--- config.mk ---
export PLATFORM = sky130hd
export DESIGN_NAME = seq_detector_prog
export DESIGN_NICKNAME = d
export VERILOG_FILES = /design/src/rtl/seq_det_pkg.sv /design/src/rtl/sat_counter.sv /design/src/rtl/seq_detector_prog.sv
export SDC_FILE = /design/constraint.sdc
export NUM_CORES = 1
export LEC_CHECK = 0
export CAP_MARGIN = 20
export CORE_UTILIZATION = 55
export CTS_CLUSTER_SIZE = 16
export DETAILED_ROUTE_END_ITERATION = 10
export PLACE_DENSITY = 0.84
export SLEW_MARGIN = 30
export SYNTH_ARGS = -nofsm -noshare
export SYNTH_HDL_FRONTEND = slang
export SYNTH_SLANG_ARGS = --single-unit
--- constraint.sdc ---
create_clock -name CLK -period 7.2 [get_ports CLK]
set_input_delay 0.72 -clock CLK [delete_from_list [all_inputs] [get_ports CLK]]
set_output_delay 0.72 -clock CLK [all_outputs]
set_load 0.005 [all_outputs]
--- src/rtl/seq_det_pkg.sv ---
// ----------------------------------------------------------------------------
// seq_det_pkg
// Shared definitions for the programmable serial sequence detector.
//   OVERLAP / NON_OVERLAP : values of the cfg_overlap mode bit
//   clamp_len()           : maps a requested pattern length onto 1..max_len;
//                           0 or anything above max_len selects max_len
// ----------------------------------------------------------------------------
package seq_det_pkg;

  localparam logic OVERLAP     = 1'b1;
  localparam logic NON_OVERLAP = 1'b0;

  function automatic int clamp_len(input int len, input int max_len);
    if (len == 0 || len > max_len) return max_len;
    return len;
  endfunction

endpackage

--- src/rtl/sat_counter.sv ---
// ----------------------------------------------------------------------------
// sat_counter
// Saturating event counter with a sticky overflow flag.
//   CLK   : clock, rising edge
//   RST_N : asynchronous active-low reset
//   inc   : count one event
//   clr   : synchronous clear of cnt and sat (dominates inc)
//   cnt   : current count, holds at 2^W-1
//   sat   : set when an event arrives while cnt is already at its maximum
// ----------------------------------------------------------------------------
module sat_counter #(
  parameter int W = 8
) (
  input  logic         CLK,
  input  logic         RST_N,
  input  logic         inc,
  input  logic         clr,
  output logic [W-1:0] cnt,
  output logic         sat
);

  localparam logic [W-1:0] CNT_MAX = '1;

  always_ff @(posedge CLK or negedge RST_N) begin
    if (!RST_N) begin
      cnt <= '0;
      sat <= 1'b0;
    end else if (clr) begin
      cnt <= '0;
      sat <= 1'b0;
    end else if (inc) begin
      if (cnt == CNT_MAX) sat <= 1'b1;
      else                cnt <= cnt + 1'b1;
    end
  end

endmodule

--- src/rtl/seq_detector_prog.sv ---
// ----------------------------------------------------------------------------
// seq_detector_prog
// Programmable serial pattern detector with match counting.
//   CLK         : clock, rising edge
//   RST_N       : asynchronous active-low reset
//   x_valid, x  : qualified serial input bit
//   cfg_load    : strobe latching cfg_pattern / cfg_len / cfg_overlap
//   cfg_pattern : pattern; first-received bit sits at [len-1], last at [0]
//   cfg_len     : active length (0 or >PAT_W means PAT_W)
//   cfg_overlap : 1 = overlapping matches, 0 = non-overlapping
//   cnt_clr     : synchronous clear of match_cnt and cnt_sat
//   y           : one-cycle registered match pulse
//   fill        : valid history bits held, 0..len
//   match_cnt   : saturating match count
//   cnt_sat     : sticky counter-saturated flag
// ----------------------------------------------------------------------------
module seq_detector_prog
  import seq_det_pkg::*;
#(
  parameter  int               PAT_W   = 4,
  parameter  logic [PAT_W-1:0] DEF_PAT = PAT_W'(4'b0101),
  parameter  int               CNT_W   = 8,
  localparam int               LEN_W   = $clog2(PAT_W + 1)
) (
  input  logic             CLK,
  input  logic             RST_N,
  input  logic             x_valid,
  input  logic             x,
  input  logic             cfg_load,
  input  logic [PAT_W-1:0] cfg_pattern,
  input  logic [LEN_W-1:0] cfg_len,
  input  logic             cfg_overlap,
  input  logic             cnt_clr,
  output logic             y,
  output logic [LEN_W-1:0] fill,
  output logic [CNT_W-1:0] match_cnt,
  output logic             cnt_sat
);

  logic [PAT_W-1:0] pat_reg;
  logic [LEN_W-1:0] len_reg;
  logic             overlap_reg;
  logic [PAT_W-1:0] hist_reg;
  logic [LEN_W-1:0] fill_reg;
  logic             y_reg;

  logic [PAT_W-1:0] mask;
  logic [PAT_W-1:0] hist_next;
  logic [LEN_W-1:0] fill_next;
  logic             accept;
  logic             match;

  // Only the newest len history bits take part in the comparison.
  generate
    for (genvar gi = 0; gi < PAT_W; gi++) begin : g_mask
      assign mask[gi] = (LEN_W'(gi) < len_reg);
    end
  endgenerate

  always_comb begin
    // A configuration load in the same cycle swallows the incoming bit.
    accept    = x_valid && !cfg_load;
    hist_next = {hist_reg[PAT_W-2:0], x};
    fill_next = (fill_reg < len_reg) ? fill_reg + 1'b1 : fill_reg;
    match     = accept && (fill_next == len_reg) &&
                (((hist_next ^ pat_reg) & mask) == '0);
  end

  always_ff @(posedge CLK or negedge RST_N) begin
    if (!RST_N) begin
      pat_reg     <= DEF_PAT;
      len_reg     <= LEN_W'(PAT_W);
      overlap_reg <= OVERLAP;
      hist_reg    <= '0;
      fill_reg    <= '0;
      y_reg       <= 1'b0;
    end else begin
      y_reg <= match;
      if (cfg_load) begin
        pat_reg     <= cfg_pattern;
        len_reg     <= LEN_W'(clamp_len(int'(cfg_len), PAT_W));
        overlap_reg <= cfg_overlap;
        hist_reg    <= '0;
        fill_reg    <= '0;
      end else if (accept) begin
        hist_reg <= hist_next;
        // Non-overlapping mode restarts the window after a hit; overlapping
        // mode keeps fill at len so the very next bit can complete a match.
        fill_reg <= (match && overlap_reg == NON_OVERLAP) ? '0 : fill_next;
      end
    end
  end

  sat_counter #(
    .W (CNT_W)
  ) u_cnt (
    .CLK   (CLK),
    .RST_N (RST_N),
    .inc   (match),
    .clr   (cnt_clr),
    .cnt   (match_cnt),
    .sat   (cnt_sat)
  );

  assign y    = y_reg;
  assign fill = fill_reg;

endmodule

==> results of run 1 <==
## how the worst max path moves through the flow
stage               slack (ns)  startpoint      endpoint  cells after the start
floorplan                 4.67  len_reg[2]  u_cnt.cnt[2]                      9
global placement          4.28    cfg_load  u_cnt.cnt[3]                      6
detailed placement        4.19    cfg_load  u_cnt.cnt[4]                      6
CTS                       4.43  len_reg[2]  u_cnt.cnt[4]                      7
global route              4.28  len_reg[2]  u_cnt.cnt[4]                      7
finish                    4.43  len_reg[2]  u_cnt.cnt[4]                      7
## metrics by stage
| step | util (%) | power (uW) | area (um^2) |
|---|---|---|---|
| 6_report | 72.3 | 274 | 1660 |
| 5_1_grt | 72.3 | 293 | 1660 |
| 4_1_cts | 72.3 | 275 | 1660 |
| 3_5_place_dp | 71.1 | 215 | 1630 |
| 3_3_place_gp | 71.4 | 211 | 1640 |
| 2_1_floorplan | - | 195 | 1390 |
## logic make-up after synthesis
logic type | after synthesis | synth area share (%)
xor gates and xnor gates | 11 | 8.22
buffers and inverters | 11 | 4.34
and+or+nand+nor | 44 | 18.0
DFF | 24 | 43.7
adders and majority gates | 5 | 4.52
muxes | 12 | 9.30
AOI/OAI and AO/OA | 25 | 11.9
## Yosys cell counts, types with 3 or more instances
library cell	n
nor2b_1	4
nand2_1	5
a21oi_1	8
mux2_2	7
ha_1	5
mux2i_1	5
nor2_1	8
o21ai_0	4
dfrtp_1	20
or4_1	4
nand3_1	5
inv_1	5
nor3_1	4
clkbuf_1	3
xor2_1	9
o31ai_1	4
dfstp_2	4
## area by class of cell
type                    instances  area, um^2  area share, %
multi-input cells              97         719           43.3
flip-flops and latches         24         606           36.5
repair buffers                 26         255           15.4
well taps                      28        35.0           2.11
clock buffers                   4        26.3           1.58
inverters                       5        18.8           1.13
## routing by layer
layer / part of all wire, % / vias to the layer above
met5: 0 / -
met4: 2.6 / 0
met3: 2.6 / 10
met2: 50 / 29
met1: 45 / 537
li1: - / 526
## power by group
part / leakage (uW) / total [uW] / switching [uW] / internal [uW]
clock: 0.0000150 / 60.8 / 39.2 / 21.6
sequential: 0.000313 / 153 / 9.52 / 143
combinational: 0.000375 / 60.0 / 29.3 / 30.7
==> metrics, run 1 <==
clk slew on worst S/H paths=0.14 ns; Worst Path Max Fanout=13; Largest register FFs=8; outcome=finished, final reports clean; Initial Util=60.3%; Clock Sinks=24; final WL=2910 um; dpl ws=4.19 ns; Wirelength per Cell=15.8 um; Post-Syn Area per Cell=10.5 um^2; Synth Flop Type=dfrtp_1; final period demand of the worst path=2.77 ns; share of cells above drive strength 1=14.7%; DRT Pass-1 Iters=4; final hold slack=0.353 ns; PostCTS Resize Cnt=0; Reg2Reg Setup Slack=4.43 ns; postcts setup bufs=0; number of flops mapped to enable cells by yosys=0; Die X=52.2 um; fin nets=176; synthesized area=1390 um^2; Crit-path slowest cell=dfstp_2; die height=52.2 um; initial drt markers=20; Vias=1102; biggest area consumer among synthesized cells=dfrtp_1; CTS max path bufs=2; ANT nets after route=0; hold crit path type=primary input to async pin; hpwl dp=2190 um; TNS Setup=0 ns; hold buffers post-CTS=0; Static Leak=0.000703 uW; YS warnings=0; routing usage on met3=3.77%; CP top delay family=flip-flops; required time of the critical path=7.45 ns; crit path kind=register to register; final worst slack=4.43 ns; Post-Syn Nets=151; pwr/cell area=165 nW/um^2; Worst Skew=0.0218 ns; largest net degree at the start of global routing=25; worst skew pair latency=0.32 ns; final slew viol count=0; CP Cell Sequence=inv_1, ha_1, nand2_1, o21ai_0, mux2_2, or4_1, a21oi_1; Layout area overhead=19.9%; Die ar.=2720 um^2; htree depth=1; FF+latch count, synth=24; # DRC=0; fin crit share=38.5%; max_slew headroom=58.9%; commonest non-fill, non-tap cell in the layout=clkdlybuf4s50_1; M1 GR Usage=33.6%; row cnt=17; RSZ-0062 raised after global routing=no; number of diodes=0; Fillers=169; total track usage=25.5%; most frequent cells in the layout=clkdlybuf4s50_1 (25), dfrtp_1 (20), xor2_1 (9), a21oi_1 (8), nor2_1 (8); mean number of vias per cell=5.99; global route overflow=0; f_max=361 MHz; Non-Filler Instances=184; placed cell count=180; Max Cap Viol=0; critical path capture point type=register; Buf+Inv Stages, Crit Path=1; worst r2r dst=u_cnt.cnt[4]; IO Port Bufs=26; slowest stage delay, CP=0.64 ns; register area share after synthesis=43.7%; Root Buffer=clkbuf_4; Yosys top cell area share=36.1%; final hold vios=0; CTS buffer count=3; Critical Path AT=3.02 ns; Least-Margin Pin Slew=0.614 ns; initial antenna violation count=0; Synth cell types=38; startpoint types=register; Syn Inst Count=132; TritonCTS clock tree=built; asr flop ratio synth=100%; gr busiest metal=met2; top cells by area, synth=dfrtp_1 (36%), dfstp_2 (7.6%), mux2_2 (5.7%), xor2_1 (5.7%), ha_1 (4.5%); met2 Use GR=41.5%; routability congestion estimate=0.822; Max VDD drop=149 uV; number of global-route vias before repair=1067; Worst Reg-to-Reg Cells=7; core area=2300 um^2; first-pass GRT wire length=4930 um; Top-Level Pins=27; setup violators final=0; Reg2Reg Launch Point=len_reg[2]
Power figures use the tool's default switching activity.
==> inputs of run 2 (changes only) <==
--- a/config.mk
+++ b/config.mk
@@ -6,10 +6,10 @@
 export NUM_CORES = 1
 export LEC_CHECK = 0
 export CAP_MARGIN = 20
-export CORE_UTILIZATION = 55
+export CORE_UTILIZATION = 46
 export CTS_CLUSTER_SIZE = 16
 export DETAILED_ROUTE_END_ITERATION = 10
-export PLACE_DENSITY = 0.84
+export PLACE_DENSITY = 0.75
 export SLEW_MARGIN = 30
 export SYNTH_ARGS = -nofsm -noshare
 export SYNTH_HDL_FRONTEND = slang
==> constraint.sdc (replaced) <==
create_clock -name CLK -period 2.4 [get_ports CLK]
set_input_delay 0.24 -clock CLK [delete_from_list [all_inputs] [get_ports CLK]]
set_output_delay 0.24 -clock CLK [all_outputs]
set_load 0.005 [all_outputs]
==> run 2 against run 1 <==
The flow now finishes with violations (DRC). Largest cell class unchanged. Design area grew 6.9%. Setup slack got worse by 4.3 ns. Clock skew down 0.017 ns. Critical path depth is the same. Final cell count increased by 5.4%. Critical path type unchanged. Non-clock buffer count increased by 7. Wire length fell by 4.5%. Global-route usage decreased by 5.7 points.
==> metrics, run 2 (same netlist as run 1, synthesis figures left out) <==
outcome=complete, but fails checks; failing checks=DRC; die height=56.9 um; Crit-path slowest cell=or4_1; core area=2810 um^2; Top-Level Pins=27; Static Leak=0.000759 uW; number of diodes=0; fin util=63.2%; hold crit path type=primary input to async pin; CP Cell Sequence=buf_4, or3_1, a222oi_1, buf_4, nand3_4, or4_1, a21oi_1; largest net degree at the start of global routing=25; worst skew pair latency=0.32 ns; metal3 WL=98 um; first-pass GRT wire length=4940 um; slowest stage delay, CP=0.49 ns; ANT nets after route=0; CTS max path bufs=2; final slew viol count=0; Largest register FFs=8; clk slew on worst S/H paths=0.13 ns; Root Buffer=clkbuf_4; setup violators final=0; Clock Sinks=24; max_slew headroom=72.4%; Initial Util=49.4%; required time of the critical path=2.64 ns; final WL=2780 um; fin crit share=95.8%; DRT Pass-1 Iters=7; dpl ws=0.0230 ns; number of global-route vias before repair=1147; highest metal used=met4; routability congestion estimate=0.816; Worst Skew=0.00514 ns; initial antenna violation count=0; global route overflow=0; f_max=435 MHz; hpwl dp=2110 um; hold buffers post-CTS=0; row cnt=19; critical path capture point type=register; Worst path most repeated cell=buf_4; TNS Setup=0 ns; most frequent cells in the layout=clkdlybuf4s50_1 (26), dfrtp_1 (20), xor2_1 (9), nor2_1 (8), buf_4 (7); Die X=56.9 um; mean number of vias per cell=5.72; Critical Path AT=2.54 ns; IO Port Bufs=26; total track usage=19.8%; Max Cap Viol=0; RSZ-0062 raised after global routing=no; final worst slack=0.101 ns; TritonCTS clock tree=built; share of cells above drive strength 1=20.9%; WL met1=1260 um; commonest non-fill, non-tap cell in the layout=clkdlybuf4s50_1; final period demand of the worst path=2.30 ns; Max VDD drop=269 uV; CTS buffer count=3; Worst Path Max Fanout=7; met2 wire len=1390 um; htree depth=1; Wirelength per Cell=14.3 um; crit path kind=register to register; final hold vios=0; initial drt markers=43; fin nets=183; Vias=1110; startpoint types=register; Die ar.=3230 um^2; Least-Margin Pin Slew=0.413 ns; pwr/cell area=536 nW/um^2; Layout area overhead=28.1%; # DRC=2
## run 2: final cells by class
cell class	count	area, um^2
Multi-Input combinational cell	97	746
Fill cell	231	1030
Clock inverter	1	30.0
Tap cell	31	38.8
Clock buffer	3	22.5
Inverter	5	18.8
Timing Repair Buffer	33	313
Sequential cell	24	606
## run 2: per-layer routing
metal / vias up / GRT usage, %
met1: 542 / 24.4
li1: 541 / -
met3: 6 / 4.15
met5: - / 0
met4: 0 / 6.97
met2: 21 / 34.2
## run 2: worst max-delay path, delay by kind of cell, from the launching register on
| kind | cells | cell delay (ns) |
|---|---|---|
| and+or+nand+nor | 3 | 0.95 |
| AOI/OAI and AO/OA | 2 | 0.53 |
| DFF | 1 | 0.40 |
| buffers and inverters | 2 | 0.35 |
## run 2: power by group
group	total, uW	switching (uW)	internal, uW
Combinational	206	95.0	111
Sequential	455	24.7	430
Clock	291	122	169
## run 2: stage by stage
step / hold WS (ns) / total power, uW / cells / instance area, um^2
6_report: 0.254 / 951 / 194 / 1770
5_1_grt: 0.265 / 1010 / 194 / 1770
4_1_cts: 0.255 / 957 / 194 / 1750
3_5_place_dp: 0.498 / 659 / 189 / 1690
3_3_place_gp: 0.495 / 649 / 189 / 1690
2_1_floorplan: -0.0556 / 587 / 132 / 1390
## run 2: what timing repair did
item / 4_1_cts / 5_1_grt
pin swaps: 0 / 2
endpoints found under the hold margin: 0 / 0
endpoints found under the setup margin: 3 / 3
buffers inserted: 1 / 0
resized for setup: 0 / 5
## run 2: final timing paths
path | cells after the start | endpoint | slack (ns) | startpoint
min in group CLK | 3 | len_reg[0] | 0.50 | cfg_len[0]
worst min register to register | 1 | u_cnt.sat | 0.52 | u_cnt.sat
worst max register to register | 7 | u_cnt.cnt[4] | 0.10 | len_reg[2]
max in group asynchronous | 2 | overlap_reg | 1.86 | RST_N
worst min-delay path | 2 | len_reg[1] | 0.25 | RST_N
worst max-delay path | 7 | u_cnt.cnt[4] | 0.10 | len_reg[2]
